**src/rtl/fetch_pkg.sv**
```systemverilog
// rtl/fetch_pkg.sv - shared widths, PC step and buffer entry type for the fetch unit
package fetch_pkg;

  localparam int XLEN_DEF = 32;
  localparam int INST_W   = 32;
  localparam int PC_INC   = 4;

  // Entry at the default address width; other widths rebuild the same layout locally.
  typedef struct packed {
    logic [XLEN_DEF-1:0] pc;
    logic [INST_W-1:0]   inst;
  } fetchEntry_t;

endpackage

```
**src/rtl/fetch_fifo.sv**
```systemverilog
// rtl/fetch_fifo.sv - first-word-fall-through prefetch buffer with flush
module fetch_fifo
  import fetch_pkg::*;
#(
  parameter int DEPTH = 4,
  parameter int WIDTH = $bits(fetchEntry_t)
) (
  input  logic                     CLK,
  input  logic                     RST_N,
  input  logic                     flush,
  input  logic                     push,
  input  logic [WIDTH-1:0]         pushData,
  input  logic                     pop,
  output logic [WIDTH-1:0]         headData,
  output logic [$clog2(DEPTH):0]   count
);

  localparam int AW = $clog2(DEPTH);

  logic [WIDTH-1:0] mem [DEPTH];
  logic [AW-1:0]    head;
  logic [AW-1:0]    tail;

  assign headData = mem[head];

  // Pointers wrap naturally because DEPTH is a power of two.
  always_ff @(posedge CLK or negedge RST_N) begin
    if (!RST_N) begin
      head  <= '0;
      tail  <= '0;
      count <= '0;
    end else if (flush) begin
      head  <= '0;
      tail  <= '0;
      count <= '0;
    end else begin
      if (push) tail <= tail + 1'b1;
      if (pop)  head <= head + 1'b1;
      if (push && !pop)      count <= count + 1'b1;
      else if (pop && !push) count <= count - 1'b1;
    end
  end

  always_ff @(posedge CLK) begin
    if (push && !flush) mem[tail] <= pushData;
  end

endmodule

```
**src/rtl/fetch_queue.sv**
```systemverilog
// rtl/fetch_queue.sv - credit-based instruction prefetch with redirect flush and stale-response drop
module fetch_queue
  import fetch_pkg::*;
#(
  parameter int              XLEN     = XLEN_DEF,
  parameter int              DEPTH    = 4,
  parameter logic [XLEN-1:0] RESET_PC = '0
) (
  input  logic              CLK,
  input  logic              RST_N,
  input  logic              redirect_valid,
  input  logic [XLEN-1:0]   redirect_pc,
  output logic              imem_req_valid,
  output logic [XLEN-1:0]   imem_req_addr,
  input  logic              imem_req_ready,
  input  logic              imem_rsp_valid,
  input  logic [INST_W-1:0] imem_rsp_data,
  output logic              inst_valid,
  output logic [INST_W-1:0] inst_data,
  output logic [XLEN-1:0]   inst_pc,
  input  logic              inst_ready
);

  localparam int CW = $clog2(DEPTH) + 1;
  localparam logic [CW:0] CREDITS = DEPTH[CW:0];

  typedef struct packed {
    logic [XLEN-1:0]   pc;
    logic [INST_W-1:0] inst;
  } entry_t;

  logic [XLEN-1:0] fetchPc, rspPc, redirectBase;
  logic [CW-1:0]   outstanding, dropCnt, count, owed;
  logic [CW:0]     inFlight;
  logic            started, reqFire, rspTaken, pushEn, popEn;
  entry_t          pushEntry, headEntry;
  logic [$bits(entry_t)-1:0] headData;

  assign redirectBase = redirect_pc & ~XLEN'(PC_INC - 1);
  assign inFlight     = {1'b0, count} + {1'b0, outstanding};

  // Requests only go out while buffer space is guaranteed for every reply.
  assign imem_req_valid = started && !redirect_valid && (inFlight < CREDITS);
  assign imem_req_addr  = fetchPc;
  assign reqFire        = imem_req_valid && imem_req_ready;

  // A response with nothing owed is a protocol error and is ignored.
  assign rspTaken = imem_rsp_valid && (outstanding != '0);
  assign owed     = rspTaken ? outstanding - 1'b1 : outstanding;
  assign pushEn   = rspTaken && (dropCnt == '0) && !redirect_valid;
  assign popEn    = inst_valid && inst_ready && !redirect_valid;

  assign pushEntry = '{pc: rspPc, inst: imem_rsp_data};
  assign headEntry = headData;

  assign inst_valid = (count != '0);
  assign inst_data  = headEntry.inst;
  assign inst_pc    = headEntry.pc;

  always_ff @(posedge CLK or negedge RST_N) begin
    if (!RST_N) begin
      fetchPc     <= RESET_PC;
      rspPc       <= RESET_PC;
      outstanding <= '0;
      dropCnt     <= '0;
      started     <= 1'b0;
    end else begin
      started <= 1'b1;
      if (reqFire && !rspTaken)      outstanding <= outstanding + 1'b1;
      else if (rspTaken && !reqFire) outstanding <= outstanding - 1'b1;
      // Everything still owed after a redirect belongs to the old path.
      if (redirect_valid) begin
        fetchPc <= redirectBase;
        rspPc   <= redirectBase;
        dropCnt <= owed;
      end else begin
        if (reqFire) fetchPc <= fetchPc + XLEN'(PC_INC);
        if (pushEn)  rspPc   <= rspPc + XLEN'(PC_INC);
        if (rspTaken && (dropCnt != '0)) dropCnt <= dropCnt - 1'b1;
      end
    end
  end

  fetch_fifo #(
    .DEPTH (DEPTH),
    .WIDTH ($bits(entry_t))
  ) u_fifo (
    .CLK      (CLK),
    .RST_N    (RST_N),
    .flush    (redirect_valid),
    .push     (pushEn),
    .pushData (pushEntry),
    .pop      (popEn),
    .headData (headData),
    .count    (count)
  );

endmodule

```
**config.mk**
```make
export PLATFORM = sky130hd
export DESIGN_NAME = fetch_queue
export DESIGN_NICKNAME = d
export VERILOG_FILES = /design/src/rtl/fetch_pkg.sv /design/src/rtl/fetch_fifo.sv /design/src/rtl/fetch_queue.sv
export SDC_FILE = /design/constraint.sdc
export NUM_CORES = 1
export LEC_CHECK = 0
export CAP_MARGIN = 40
export CORE_ASPECT_RATIO = 1.75
export CORE_MARGIN = 2
export CORE_UTILIZATION = 45
export CTS_CLUSTER_DIAMETER = 150
export CTS_CLUSTER_SIZE = 10
export DETAILED_ROUTE_END_ITERATION = 6
export GPL_ROUTABILITY_DRIVEN = 0
export GPL_TIMING_DRIVEN = 1
export PLACE_DENSITY_LB_ADDON = 0.05
export RECOVER_POWER = 100
export SETUP_SLACK_MARGIN = 0.02
export SYNTH_ARGS = -nofsm -noshare
export SYNTH_HDL_FRONTEND = slang
export SYNTH_SLANG_ARGS = --single-unit
```
**constraint.sdc**
```tcl
create_clock -name CLK -period 9.2 [get_ports CLK]
set_input_delay 2.76 -clock CLK [delete_from_list [all_inputs] [get_ports CLK]]
set_output_delay 2.76 -clock CLK [all_outputs]
set_load 0.05 [all_outputs]
```
==> impl_metrics.py <==
metrics = {
    "floorplanning": {
        "initial_core_util": 0.4561,
        "rows": 83,
        "core_um2": 29290,
        "die_y_um": 231.9,
        "die_w_um": 134.2,
        "ioPinCount": 168,
        "dieArea_um2": 31130,
    },
    "clocking": {
        "htree_levels": 2,
        "root_buffer": "clkbuf_16",
        "cts_sinks": 322,
        "clock_path_buffers": 3,
        "post_cts_buffers": 0,
        "cts.clk_slew.worst_paths_ns": 0.06,
        "cts.repair.resized": 0,
        "cts_tree": "done",
        "clk_latency_ns": 0.52,
        "postCtsHoldBufs": 0,
        "cts_buffers": 38,
    },
    "critical_path": {
        "r2r_cells": 7,
        "cpMaxStageDelayCell": "dfrtp_1",
        "reg2reg_from": "outstanding[0]",
        "reg2reg_slack_ns": 3.86,
        "path_depth": 3,
        "worstSetupStartpointType": "flip-flop",
        "timing.rr.end": "u_fifo.mem[2][60]",
        "end_kind": "output pin",
        "worstSetupPathType": "reg2out",
        "worst_ep_required_time_ns": 6.44,
        "crit_arrival_ns": 4.64,
        "cp_num_buf_inv": 2,
        "path_cells": "buf_4 -> mux4_2 -> dlygate4sd3_1",
        "path_max_fanout": 38,
        "cp_top_family": "flip-flops",
        "critPathMaxStageDelay_ns": 1.92,
    },
    "place": {
        "placed_cells": 1317,
        "portBuffers": 161,
        "hpwl_um": 19590,
        "place_ws_ns": 2.123,
    },
    "logic_synthesis": {
        "synthMostInstantiatedCell": "edfxtp_1",
        "synth_area_um2": 13360,
        "ys_warn_count": 0,
        "yosysSeqAreaShare": 0.6961,
        "ys_top_cells_by_area": "edfxtp_1, dfrtp_1, mux4_2",
        "synth_edf_count": 248,
        "syn_inst": 795,
        "ys.flop_type": "edfxtp_1",
        "async_flop_share": 0.2298,
        "yosysUniqueCellTypes": 62,
        "synthTopCellsByCount": "edfxtp_1, dfrtp_1, mux4_2",
        "synth_seq_cells": 322,
        "synth_top_area_frac": 0.5575,
        "synth.largest_area_cell": "edfxtp_1",
        "synth.avg_cell_area_um2": 16.80,
    },
    "drt": {
        "num_vias": 7681,
        "viasPerCell": 5.619,
        "drtIter0Drc": 457,
        "totalWireLength_um": 29370,
        "antenna_left": 0,
        "wl_per_cell_um": 21.48,
        "dr.pass1.iters": 4,
        "drc": 0,
    },
    "outcome": {
        "violations": "capacitance limit, slew limit",
        "status": "complete, but fails checks",
    },
    "timing": {
        "finalSetupTns_ns": 0,
        "final-hold-violation-count": 0,
        "period_share": 0.8043,
        "relSlewSlack": -1.096,
        "hold_slack_ns": 0.5335,
        "fin_ws_ns": 1.801,
        "fin_skew_ns": 0.01690,
        "maxSlewViolCount": 319,
        "tightest_slew_ns": 3.144,
        "rsz0062_at_grt": "no",
        "fmax_mhz": 135.1,
        "setup_viol": 0,
        "finalCriticalPeriod_ns": 7.399,
    },
    "hold_path": {
        "min_path_cells": 1,
        "hold_path.startpoint": "outstanding[0]",
        "min_to": "outstanding[0]",
        "min_path_type": "reg2reg",
    },
    "layout": {
        "drive_above_1_share": 0.1279,
        "fillerInstances": 2373,
        "multiInputGateArea_um2": 3735,
        "area_growth_pct": 22.06,
        "n_antenna_cell": 0,
        "layout.nets": 1060,
        "final_cell_count_no_fill": 1367,
        "ff_latch_area_um2": 9300,
    },
    "power_and_ir_drop": {
        "worst_ir_drop_vdd_mv": 0.1234,
        "power_density_nw_per_um2": 258.1,
        "power_mw": 4.208,
        "leakagePower_nw": 5.484,
    },
    "global_routing": {
        "grt_usage": 0.1948,
        "grt_start_max_net_pins": 59,
        "overflow": 0,
        "grt_pass1_vias": 8426,
        "antenna_found_initial": 0,
        "grt_pass1_wl_um": 46670,
    },
    "run": {
        "maxCapViolCount": 10,
    },
}
## worst max path at each step
stage | start | to | slack, ns
finish | u_fifo.head[0] | inst_pc[18] | 1.80
floorplan | redirect_valid | imem_req_valid | 1.84
CTS | redirect_valid | imem_req_valid | 2.12
global route | u_fifo.head[0] | inst_pc[18] | 1.29
global placement | redirect_valid | imem_req_valid | 2.12
detailed placement | redirect_valid | imem_req_valid | 2.12
## power by group
part | leakage, nW | switching [mW] | internal, mW
clock network | 0.509 | 0.538 | 0.765
registers | 3.11 | 0.126 | 1.66
logic | 1.86 | 0.694 | 0.430
total | 5.48 | 1.36 | 2.85
## cell families (layout without fill, tap and decap cells)
| kind of cell | after synthesis | in the layout | share of synthesized area |
|---|---|---|---|
| buffers and inverters | 59 | 246 | 0.01920 |
| AO/OA/AOI/OAI | 83 | 83 | 0.04121 |
| XOR/XNOR | 47 | 47 | 0.03082 |
| AND/OR/NAND/NOR | 194 | 194 | 0.08374 |
| flip-flops | 322 | 322 | 0.6961 |
| other | 2 | 5 | 0.0005622 |
| adder cells (fa/ha/maj) | 15 | 15 | 0.01461 |
| multiplexers | 73 | 73 | 0.1137 |
## flip-flops by register name, summed over array words and instances (netlist names)
| register | flops |
|---|---|
| u_fifo.mem | 248 |
| started | 1 |
| u_fifo.tail | 2 |
| rspPc | 30 |
| u_fifo.head | 2 |
| u_fifo.count | 3 |
| imem_req_addr | 30 |
| dropCnt | 3 |
| outstanding | 3 |
## cells in the final DEF, fill, tap and decap left out, drive strengths merged, types with 25 or more instances in the layout
cell	instances
dlygate4sd3	127
clkdlybuf4s50	32
nand3	25
o21ai	26
dfrtp	74
xnor2	29
nand2	50
edfxtp	248
mux4	62
nand4	25
clkbuf	57
## metal layers
layer | vias up | share of wire | track usage
met5 | - | 0 | 0
met4 | 0 | 0.031 | 0.07895
met3 | 63 | 0.045 | 0.02925
met2 | 236 | 0.55 | 0.3607
met1 | 3933 | 0.37 | 0.2232
li1 | 3449 | - | -
## final cells by class
cell class | instances | area share
well taps | 382 | 0.02931
inverters | 21 | 0.004835
clock buffers | 47 | 0.06170
repair buffers | 175 | 0.1024
multi-input cells | 417 | 0.2291
clock inverters | 3 | 0.002302
flip-flops and latches | 322 | 0.5704
## stage by stage
| step | cell area (um^2) | util |
|---|---|---|
| 2_1_floorplan | 13370 | - |
| 3_3_place_gp | 15350 | 0.5241 |
| 3_5_place_dp | 15460 | 0.5278 |
| 4_1_cts | 16500 | 0.5634 |
| 5_1_grt | 16300 | 0.5567 |
| 6_report | 16300 | 0.5567 |
Note: power is estimated with default switching activity, not from simulation.
